--- config.mk ---
export PLATFORM = sky130hd
export DESIGN_NAME = pipeline_hazard_ctrl
export DESIGN_NICKNAME = d
export VERILOG_FILES = /design/src/rtl/pipeline_hazard_ctrl_pkg.sv /design/src/rtl/pipeline_hazard_ctrl_hazard_detect.sv /design/src/rtl/pipeline_hazard_ctrl.sv
export SDC_FILE = /design/constraint.sdc
export NUM_CORES = 1
export LEC_CHECK = 0
export BUFFER_PORTS_ARGS = -buffer_cell sky130_fd_sc_hd__buf_2
export CORE_AREA = 2 2 104 86
export DETAILED_ROUTE_END_ITERATION = 10
export DIE_AREA = 0 0 106 88
export PLACE_DENSITY = 0.8
export SLEW_MARGIN = 20
export SYNTH_ARGS = -nofsm -noshare
export SYNTH_HDL_FRONTEND = slang
export SYNTH_SLANG_ARGS = --single-unit
--- constraint.sdc ---
create_clock -name clk -period 4.16 [get_ports clk]
set_input_delay 0.832 -clock clk [delete_from_list [all_inputs] [get_ports clk]]
set_output_delay 0.832 -clock clk [all_outputs]
set_load 0.01 [all_outputs]
--- src/rtl/pipeline_hazard_ctrl_pkg.sv ---
// Shared types and constants for the pipeline stall/flush sequencer.
package pipeline_hazard_ctrl_pkg;

    localparam int unsigned REG_ADDR_W = 5;
    localparam logic [REG_ADDR_W-1:0] REG_ZERO = 5'd0;

    typedef enum logic [1:0] {
        RUN     = 2'd0,
        MC_WAIT = 2'd1,
        KILL    = 2'd2
    } ctrl_state_e;

    typedef struct packed {
        logic en;
        logic flush;
    } stage_ctrl_t;

    localparam stage_ctrl_t STAGE_GO     = '{en: 1'b1, flush: 1'b0};
    localparam stage_ctrl_t STAGE_HOLD   = '{en: 1'b0, flush: 1'b0};
    // A bubble always carries en=1 so the consuming register actually loads it.
    localparam stage_ctrl_t STAGE_BUBBLE = '{en: 1'b1, flush: 1'b1};
    localparam stage_ctrl_t STAGE_OFF    = '{en: 1'b0, flush: 1'b0};

endpackage

--- src/rtl/pipeline_hazard_ctrl_hazard_detect.sv ---
// Combinational load-use and data-memory-wait hazard terms.
module pipeline_hazard_ctrl_hazard_detect
    import pipeline_hazard_ctrl_pkg::*;
(
    input  logic [REG_ADDR_W-1:0] id_rs1,
    input  logic [REG_ADDR_W-1:0] id_rs2,
    input  logic                  id_uses_rs1,
    input  logic                  id_uses_rs2,
    input  logic [REG_ADDR_W-1:0] ex_rd,
    input  logic                  ex_mem_read,
    input  logic                  mem_req,
    input  logic                  dmem_ready,
    output logic                  load_use,
    output logic                  mem_stall
);

    logic rs1_hit;
    logic rs2_hit;

    assign rs1_hit = id_uses_rs1 && (id_rs1 == ex_rd);
    assign rs2_hit = id_uses_rs2 && (id_rs2 == ex_rd);

    // x0 never carries a dependency
    assign load_use  = ex_mem_read && (ex_rd != REG_ZERO) && (rs1_hit || rs2_hit);
    assign mem_stall = mem_req && !dmem_ready;

endmodule

--- src/rtl/pipeline_hazard_ctrl.sv ---
// Stall/flush sequencer for the 5-stage pipeline with a saturating
// front-end stall counter.
module pipeline_hazard_ctrl
    import pipeline_hazard_ctrl_pkg::*;
#(
    parameter int unsigned XLEN  = 32,
    parameter int unsigned CNT_W = 32
) (
    input  logic                  clk,
    input  logic                  reset,
    input  logic [REG_ADDR_W-1:0] id_rs1,
    input  logic [REG_ADDR_W-1:0] id_rs2,
    input  logic                  id_uses_rs1,
    input  logic                  id_uses_rs2,
    input  logic [REG_ADDR_W-1:0] ex_rd,
    input  logic                  ex_mem_read,
    input  logic                  ex_redirect,
    input  logic [XLEN-1:0]       ex_redirect_target,
    input  logic                  ex_mc_start,
    input  logic                  mc_done,
    input  logic                  imem_ready,
    input  logic                  mem_req,
    input  logic                  dmem_ready,
    output logic                  pc_en,
    output logic                  pc_redirect,
    output logic [XLEN-1:0]       pc_redirect_target,
    output logic                  if_id_en,
    output logic                  if_id_flush,
    output logic                  id_ex_en,
    output logic                  id_ex_flush,
    output logic                  ex_mem_en,
    output logic                  ex_mem_flush,
    output logic                  mem_wb_en,
    output logic                  mem_wb_flush,
    output logic [CNT_W-1:0]      stall_count
);

    ctrl_state_e     state_q;
    ctrl_state_e     state_d;
    logic [XLEN-1:0] target_q;
    logic [XLEN-1:0] target_d;
    logic [CNT_W-1:0] count_q;

    logic            load_use;
    logic            mem_stall;

    logic            pc_en_c;
    logic            pc_redirect_c;
    logic [XLEN-1:0] target_c;
    stage_ctrl_t     if_id_c;
    stage_ctrl_t     id_ex_c;
    stage_ctrl_t     ex_mem_c;
    stage_ctrl_t     mem_wb_c;

    pipeline_hazard_ctrl_hazard_detect u_hazard_detect (
        .id_rs1      (id_rs1),
        .id_rs2      (id_rs2),
        .id_uses_rs1 (id_uses_rs1),
        .id_uses_rs2 (id_uses_rs2),
        .ex_rd       (ex_rd),
        .ex_mem_read (ex_mem_read),
        .mem_req     (mem_req),
        .dmem_ready  (dmem_ready),
        .load_use    (load_use),
        .mem_stall   (mem_stall)
    );

    // State and latched redirect target
    always_ff @(posedge clk or posedge reset) begin
        if (reset) begin
            state_q  <= RUN;
            target_q <= '0;
        end else begin
            state_q  <= state_d;
            target_q <= target_d;
        end
    end

    // Next-state and control decode
    always_comb begin
        state_d       = state_q;
        target_d      = target_q;
        pc_en_c       = 1'b1;
        pc_redirect_c = 1'b0;
        target_c      = '0;
        if_id_c       = STAGE_GO;
        id_ex_c       = STAGE_GO;
        ex_mem_c      = STAGE_GO;
        mem_wb_c      = STAGE_GO;

        unique case (state_q)
            RUN: begin
                if (mem_stall) begin
                    pc_en_c  = 1'b0;
                    if_id_c  = STAGE_HOLD;
                    id_ex_c  = STAGE_HOLD;
                    ex_mem_c = STAGE_HOLD;
                    mem_wb_c = STAGE_BUBBLE;
                end else if (ex_mc_start) begin
                    pc_en_c  = 1'b0;
                    if_id_c  = STAGE_HOLD;
                    id_ex_c  = STAGE_HOLD;
                    ex_mem_c = STAGE_BUBBLE;
                    state_d  = MC_WAIT;
                end else if (ex_redirect) begin
                    // Redirect wins over load-use: the ID instruction dies here
                    target_c = ex_redirect_target;
                    if_id_c  = STAGE_BUBBLE;
                    id_ex_c  = STAGE_BUBBLE;
                    if (imem_ready) begin
                        pc_redirect_c = 1'b1;
                    end else begin
                        pc_en_c  = 1'b0;
                        target_d = ex_redirect_target;
                        state_d  = KILL;
                    end
                end else if (load_use) begin
                    pc_en_c = 1'b0;
                    if_id_c = STAGE_HOLD;
                    id_ex_c = STAGE_BUBBLE;
                end else if (!imem_ready) begin
                    pc_en_c = 1'b0;
                    if_id_c = STAGE_BUBBLE;
                end
            end

            MC_WAIT: begin
                pc_en_c = 1'b0;
                if_id_c = STAGE_HOLD;
                id_ex_c = STAGE_HOLD;
                if (mem_stall) begin
                    ex_mem_c = STAGE_HOLD;
                    mem_wb_c = STAGE_BUBBLE;
                end else if (mc_done) begin
                    ex_mem_c = STAGE_GO;
                    state_d  = RUN;
                end else begin
                    ex_mem_c = STAGE_BUBBLE;
                end
            end

            KILL: begin
                // The fetch in flight belongs to the wrong path; drop it until imem answers
                pc_en_c  = 1'b0;
                if_id_c  = STAGE_BUBBLE;
                target_c = target_q;
                if (mem_stall) begin
                    id_ex_c  = STAGE_HOLD;
                    ex_mem_c = STAGE_HOLD;
                    mem_wb_c = STAGE_BUBBLE;
                end else begin
                    if (ex_redirect) begin
                        target_d = ex_redirect_target;
                        target_c = ex_redirect_target;
                        id_ex_c  = STAGE_BUBBLE;
                    end
                    if (imem_ready) begin
                        pc_en_c       = 1'b1;
                        pc_redirect_c = 1'b1;
                        state_d       = RUN;
                    end
                end
            end

            default: begin
                state_d  = RUN;
                target_d = '0;
            end
        endcase
    end

    assign pc_en              = !reset && pc_en_c;
    assign pc_redirect        = !reset && pc_redirect_c;
    assign pc_redirect_target = reset ? '0 : target_c;
    assign if_id_en           = !reset && if_id_c.en;
    assign if_id_flush        = !reset && if_id_c.flush;
    assign id_ex_en           = !reset && id_ex_c.en;
    assign id_ex_flush        = !reset && id_ex_c.flush;
    assign ex_mem_en          = !reset && ex_mem_c.en;
    assign ex_mem_flush       = !reset && ex_mem_c.flush;
    assign mem_wb_en          = !reset && mem_wb_c.en;
    assign mem_wb_flush       = !reset && mem_wb_c.flush;

    // Saturating count of cycles where the PC did not advance
    always_ff @(posedge clk or posedge reset) begin
        if (reset) begin
            count_q <= '0;
        end else if (!pc_en_c && (count_q != {CNT_W{1'b1}})) begin
            count_q <= count_q + CNT_W'(1);
        end
    end

    assign stall_count = count_q;

endmodule

==> results_dict.tcl, run 1 <==
set metrics [dict create \
    status "finished clean" \
    syn-num-nets 531 \
    avgViaCountPerCell 5.85 \
    critPathLaunchType "input port" \
    p_clk_frac 0.227 \
    seqPwrFrac 0.440 \
    drtIter0Drc 313 \
    drt-met1-wl_mm 5.24 \
    die_area_mm2 0.00933 \
    die_width_um 106 \
    layout_common_cells "131 x buf_2, 76 x nor2_1, 66 x dfrtp_1" \
    ys_seq_area_frac 0.391 \
    drc 0 \
    die_y_um 88 \
    core_mm2 0.00830 \
    path_clk_slew_ns 0.07 \
    gp_congestion 0.854 \
    arrival_ns 2.63 \
    wl_per_cell_um 16.1 \
    grtUsageTotal 0.246 \
    critPathCaptureType "output pin" \
    synth_edf_count 0 \
    clk_path_buf_depth 2 \
    wl_met2_mm 5.27 \
    cts_num_sinks 66 \
    ir_drop_v 0.000173 \
    fmaxAchievable_mhz 288 \
    cpMaxStageDelayCell "nor2_2" \
    required_ns 3.33 \
    ioPinCount 132 \
    critical_path_class "in -> out" \
    ctsResizeCount 0 \
    holdBufCountCts 0 \
    crit_chain "buf_2 > nand2b_1 > nand2_1 > inv_1 > nor2_2 > buf_4 > nor2_1 > nor4_1 > buf_2" \
    post_cts.repair.setup_buffers 0 \
    cpPeakStageDelay_ns 0.35 \
    swShare 0.366 \
    firstDrtPassIters 5 \
    power.density_mw_per_mm2 460 \
    worst_pin_slew_ns 0.791 \
    relSlewSlack 0.473 \
    drive_gt1_frac 0.354 \
    synth_flop_cell "dfrtp_1" \
    crit_top_cell "buf_2" \
    tns_ns 0 \
    grt_antenna_before_repair 0 \
    drv_cap 0 \
    power_uw 2370 \
    hold_violations 0 \
    ff2ff_path_depth 7 \
    p_switching_uw 867 \
    synth_cell_type_count 43 \
    cts_tree "done" \
    async_flop_share 1.00 \
    synth_top_cell_by_area "dfrtp_1" \
    leakagePower_uw 0.00240 \
    start_util 0.509 \
    dr_wl_met3_um 753 \
    layout.nets 648 \
    hp-class "in -> async" \
    setup_viol 0 \
    p_int_uw 1500 \
    overflow 0 \
    ys_ff_latch 66 \
    totalWireLength_mm 11.4 \
    cp_max_fo 15 \
    rows 30 \
    ant_nets 0 \
    r2r_start "stall_count[20]$_DFFE_PP0P_" \
    cts_buffers 9 \
    antenna_cells 0 \
    pwr-share-comb 0.333 \
    numPortBuffers 131 \
    area_growth_pct 22.0 \
    r2r-end "stall_count[14]$_DFFE_PP0P_" \
    grt_pass1_wl_mm 18.5 \
    drv_slew 0 \
    rsz0062_at_grt "no" \
    layout_commonest_cell "buf_2" \
    syn_area_mm2 0.00422 \
    h-tree-depth 3 \
    finalClockSkew_ns 0.00618 \
    hpwl_mm 7.74 \
    vias 4128 \
    fin_crit_ns 3.47 \
    grt_pass1_vias 3889 \
    maxUsedRoutingLayer "met4" \
    r2r_slack_ns 1.83 \
    ys_top_cells_by_area "dfrtp_1 39%, mux2_2 8.8%, nor2_1 6.9%, a22o_1 6.6%, xor2_1 6.4%" \
    clock_latency_ns 0.34 \
    cpLargestDelayFamily "simple AND/OR/NAND/NOR gates" \
    crit_buf_inv 4 \
    yosysTopAreaCellShare 0.391 \
    synthCells 472 \
    period_share 0.833 \
    n_fill_cell 715 \
    synth.avg_cell_area_um2 8.95 \
    grt_max_degree 63 \
    root_buffer "clkbuf_8" \
    utilization 0.621 \
    ys_warn_count 0 \
]
-- synthesized netlist by cell type, drive strengths merged, types with 10 or more instances --
master,n
a21oi,41
a22o,32
buf,14
clkbuf,23
dfrtp,66
mux2,33
nand2,21
nor2,79
nor3,22
nor4,39
xnor2,10
xor2,31
-- kinds of logic (layout without fill, tap and decap cells) --
group | after synthesis | in the layout | share of synthesized area
buf+inv | 41 | 163 | 0.0444
compound gates | 81 | 81 | 0.129
mux | 33 | 33 | 0.0880
fa+ha+maj | 1 | 1 | 0.00296
xor+xnor | 41 | 41 | 0.0850
flops | 66 | 66 | 0.391
simple gates | 209 | 209 | 0.259
-- registers in the layout, summed over array words and instances, names as in the netlist --
| register | cells |
|---|---|
| stall_count | 32 |
| state_q | 2 |
| target_q | 32 |
-- per-layer routing --
layer / vias to the layer above / GRT usage
met1: 1999 / 0.337
met2: 167 / 0.394
met4: 0 / 0.0921
li1: 1951 / -
met5: - / 0
met3: 11 / 0.0439
-- worst max-delay path by stage --
stage | from | to | slack, ns | depth (start not counted)
after floorplan | reset | mem_wb_flush | 0.55 | 3
after CTS | dmem_ready | pc_redirect_target[22] | 0.76 | 9
after global placement | dmem_ready | pc_redirect_target[11] | 0.78 | 8
after detailed placement | dmem_ready | pc_redirect_target[22] | 0.77 | 9
after global routing | dmem_ready | pc_redirect_target[22] | 0.53 | 9
final | dmem_ready | pc_redirect_target[22] | 0.69 | 9
-- worst reg2reg max path, delay by kind of cell, from the launching register on --
| kind | cells | cell delay, ns |
|---|---|---|
| XOR/XNOR | 1 | 0.16 |
| buffers and inverters | 1 | 0.28 |
| flip-flops | 1 | 0.46 |
| AND/OR/NAND/NOR | 5 | 1.31 |
-- through the flow --
step           instances  hold WS [ns]  area (µm²)  setup WS (ns)
6_report             706         0.452        5150          0.694
5_1_grt              706         0.445        5150          0.530
4_1_cts              706         0.433        5150          0.761
3_5_place_dp         690         0.481        4960          0.765
3_3_place_gp         690         0.474        4960          0.785
2_1_floorplan        472         0.460        4220          0.547
-- power groups by stage --
stage                     registers, µW  logic, µW  clock network [µW]
after floorplan                    1030        540                   0
after global placement             1030        760                   0
after detailed placement           1040        790                   0
after CTS                          1040        791                 548
after global routing               1070        867                 578
final                              1040        789                 538
-- layout make-up --
| type | count | area (µm²) | area share |
|---|---|---|---|
| Sequential cell | 66 | 1650 | 0.320 |
| Inverter | 4 | 15.0 | 0.00291 |
| Clock inverter | 5 | 53.8 | 0.0104 |
| Tap cell | 112 | 140 | 0.0272 |
| Clock buffer | 11 | 141 | 0.0274 |
| Multi-Input combinational cell | 365 | 2410 | 0.467 |
| Timing Repair Buffer | 143 | 746 | 0.145 |
No activity file was read; power rests on OpenSTA's default activity.
==> inputs of run 2 (changes only) <==
clock period = 3.2 ns   (was 4.16 ns; I/O delays follow)
==> run 2 against run 1 <==
Compared with the run above: sequential share of layout area decreased by 0.41 points; combinational power increased by 32%; clock-buffer cell count unchanged; clock skew increased by 0.0058 ns; cell count increased by 0.28%; cell area increased by 1.3%; first-iteration DRC count decreased by 6.1%; sequential power increased by 30%; critical path type is now reg -> out; critical endpoint unchanged.
==> results_dict.tcl, run 2 (same netlist as run 1, synthesis figures left out) <==
set metrics [dict create \
    status "finished clean" \
    area_growth_pct 23.6 \
    p_clk_frac 0.245 \
    tns_ns 0 \
    h-tree-depth 3 \
    grt_pass1_vias 3900 \
    seqCellArea_mm2 0.00165 \
    cp_max_fo 20 \
    power.density_mw_per_mm2 607 \
    ff2ff_path_depth 7 \
    cts_tree "done" \
    clock_latency_ns 0.34 \
    layout_common_cells "131 x buf_2, 76 x nor2_1, 66 x dfrtp_1" \
    cpMaxStageDelayCell "dfrtp_1" \
    layout.nets 650 \
    worst_pin_slew_ns 0.923 \
    leakagePower_uw 0.00242 \
    ioPinCount 132 \
    rsz0062_at_grt "no" \
    ir_drop_v 0.000271 \
    drive_gt1_frac 0.356 \
    drc 0 \
    grt_max_degree 43 \
    vias 4147 \
    fin_crit_ns 3.01 \
    die_area_mm2 0.00933 \
    r2r-end "stall_count[14]$_DFFE_PP0P_" \
    wl_per_cell_um 16.1 \
    required_ns 2.56 \
    ant_nets 0 \
    swShare 0.356 \
    clk_path_buf_depth 2 \
    grtUsageTotal 0.250 \
    cpLargestDelayFamily "buffers and inverters" \
    dp_worst_setup_slack_ns 0.266 \
    hold_violations 0 \
    critical_path_class "reg -> out" \
    relSlewSlack 0.381 \
    numPortBuffers 131 \
    path_clk_slew_ns 0.07 \
    antenna_cells 0 \
    finalClockSkew_ns 0.0119 \
    holdBufCountCts 0 \
    core_mm2 0.00830 \
    critPathCaptureType "output pin" \
    arrival_ns 2.37 \
    hold_ws_ns 0.472 \
    period_share 0.941 \
    drv_cap 0 \
    multi_input_area_mm2 0.00241 \
    cpPeakStageDelay_ns 0.61 \
    cts_buffers 9 \
    die_width_um 106 \
    grt_pass1_wl_mm 18.6 \
    r2r_slack_ns 0.93 \
    p_switching_uw 1130 \
    root_buffer "clkbuf_8" \
    critPathLaunchType "flop" \
    gp_congestion 0.840 \
    cts_num_sinks 66 \
    post_cts.repair.setup_buffers 0 \
    p_int_uw 2040 \
    hpwl_mm 7.99 \
    ctsResizeCount 0 \
    setup_viol 0 \
    start_util 0.509 \
    firstDrtPassIters 5 \
    r2r_start "stall_count[21]$_DFFE_PP0P_" \
    pwr-share-comb 0.328 \
    crit_chain "inv_1 > nor2_2 > buf_4 > a21oi_1 > nor4_1 > buf_2" \
    drv_slew 0 \
    fmaxAchievable_mhz 332 \
    rows 30 \
    overflow 0 \
    layout_commonest_cell "buf_2" \
    n_fill_cell 687 \
    power_uw 3170 \
    seqPwrFrac 0.427 \
    crit_buf_inv 3 \
    grt_antenna_before_repair 0 \
    setup_ws_ns 0.190 \
    totalWireLength_mm 11.4 \
    die_y_um 88 \
    hp-class "in -> async" \
    drtIter0Drc 294 \
    avgViaCountPerCell 5.86 \
]
-- run 2: cell types whose count changed in the layout (fill, tap and decap cells not counted), sizes merged --
cell / change
clkinvlp: +2
bufinv: +1
buf: +2
inv: -1
clkinv: -2
-- run 2: final cells by class --
class / instances / area share
inverters: 4 / 0.00359
well taps: 112 / 0.0268
clock inverters: 5 / 0.0149
repair buffers: 145 / 0.150
multi-input cells: 365 / 0.461
clock buffers: 11 / 0.0271
flip-flops and latches: 66 / 0.316
-- run 2: metrics by stage --
step / utilization / std cells / cell area [µm²]
6_report: 0.629 / 708 / 5220
5_1_grt: 0.629 / 708 / 5220
4_1_cts: 0.629 / 708 / 5220
2_1_floorplan: - / 472 / 4230
3_5_place_dp: 0.603 / 692 / 5000
3_3_place_gp: 0.603 / 692 / 5000
-- run 2: power by group through the flow --
stage	Sequential, µW	Combinational [µW]	Clock [µW]
floorplan	1330	703	0
CTS	1340	1040	795
global route	1390	1140	824
global placement	1340	997	0
detailed placement	1350	1040	0
finish	1350	1040	775
-- run 2: routing by layer --
layer,track usage,share of wire
met2,0.413,0.48
met1,0.340,0.45
met5,0,0
met4,0.0945,0.018
met3,0.0320,0.055
-- run 2: how the worst max path moves through the flow --
stage,slack (ns),endpoint,depth (start not counted),from
3_3_place_gp,0.32,pc_redirect_target[5],8,dmem_ready
3_5_place_dp,0.27,pc_redirect_target[20],9,dmem_ready
5_1_grt,0.09,pc_redirect_target[30],6,state_q[1]$_DFFE_PP0P_
6_report,0.19,pc_redirect_target[22],6,state_q[1]$_DFFE_PP0P_
2_1_floorplan,0.17,mem_wb_flush,3,reset
4_1_cts,0.25,pc_redirect_target[22],6,state_q[1]$_DFFE_PP0P_
-- run 2: worst min-delay path: cells and delay by family --
kind	cells	cell delay (ns)
buffers and inverters	3	0.55
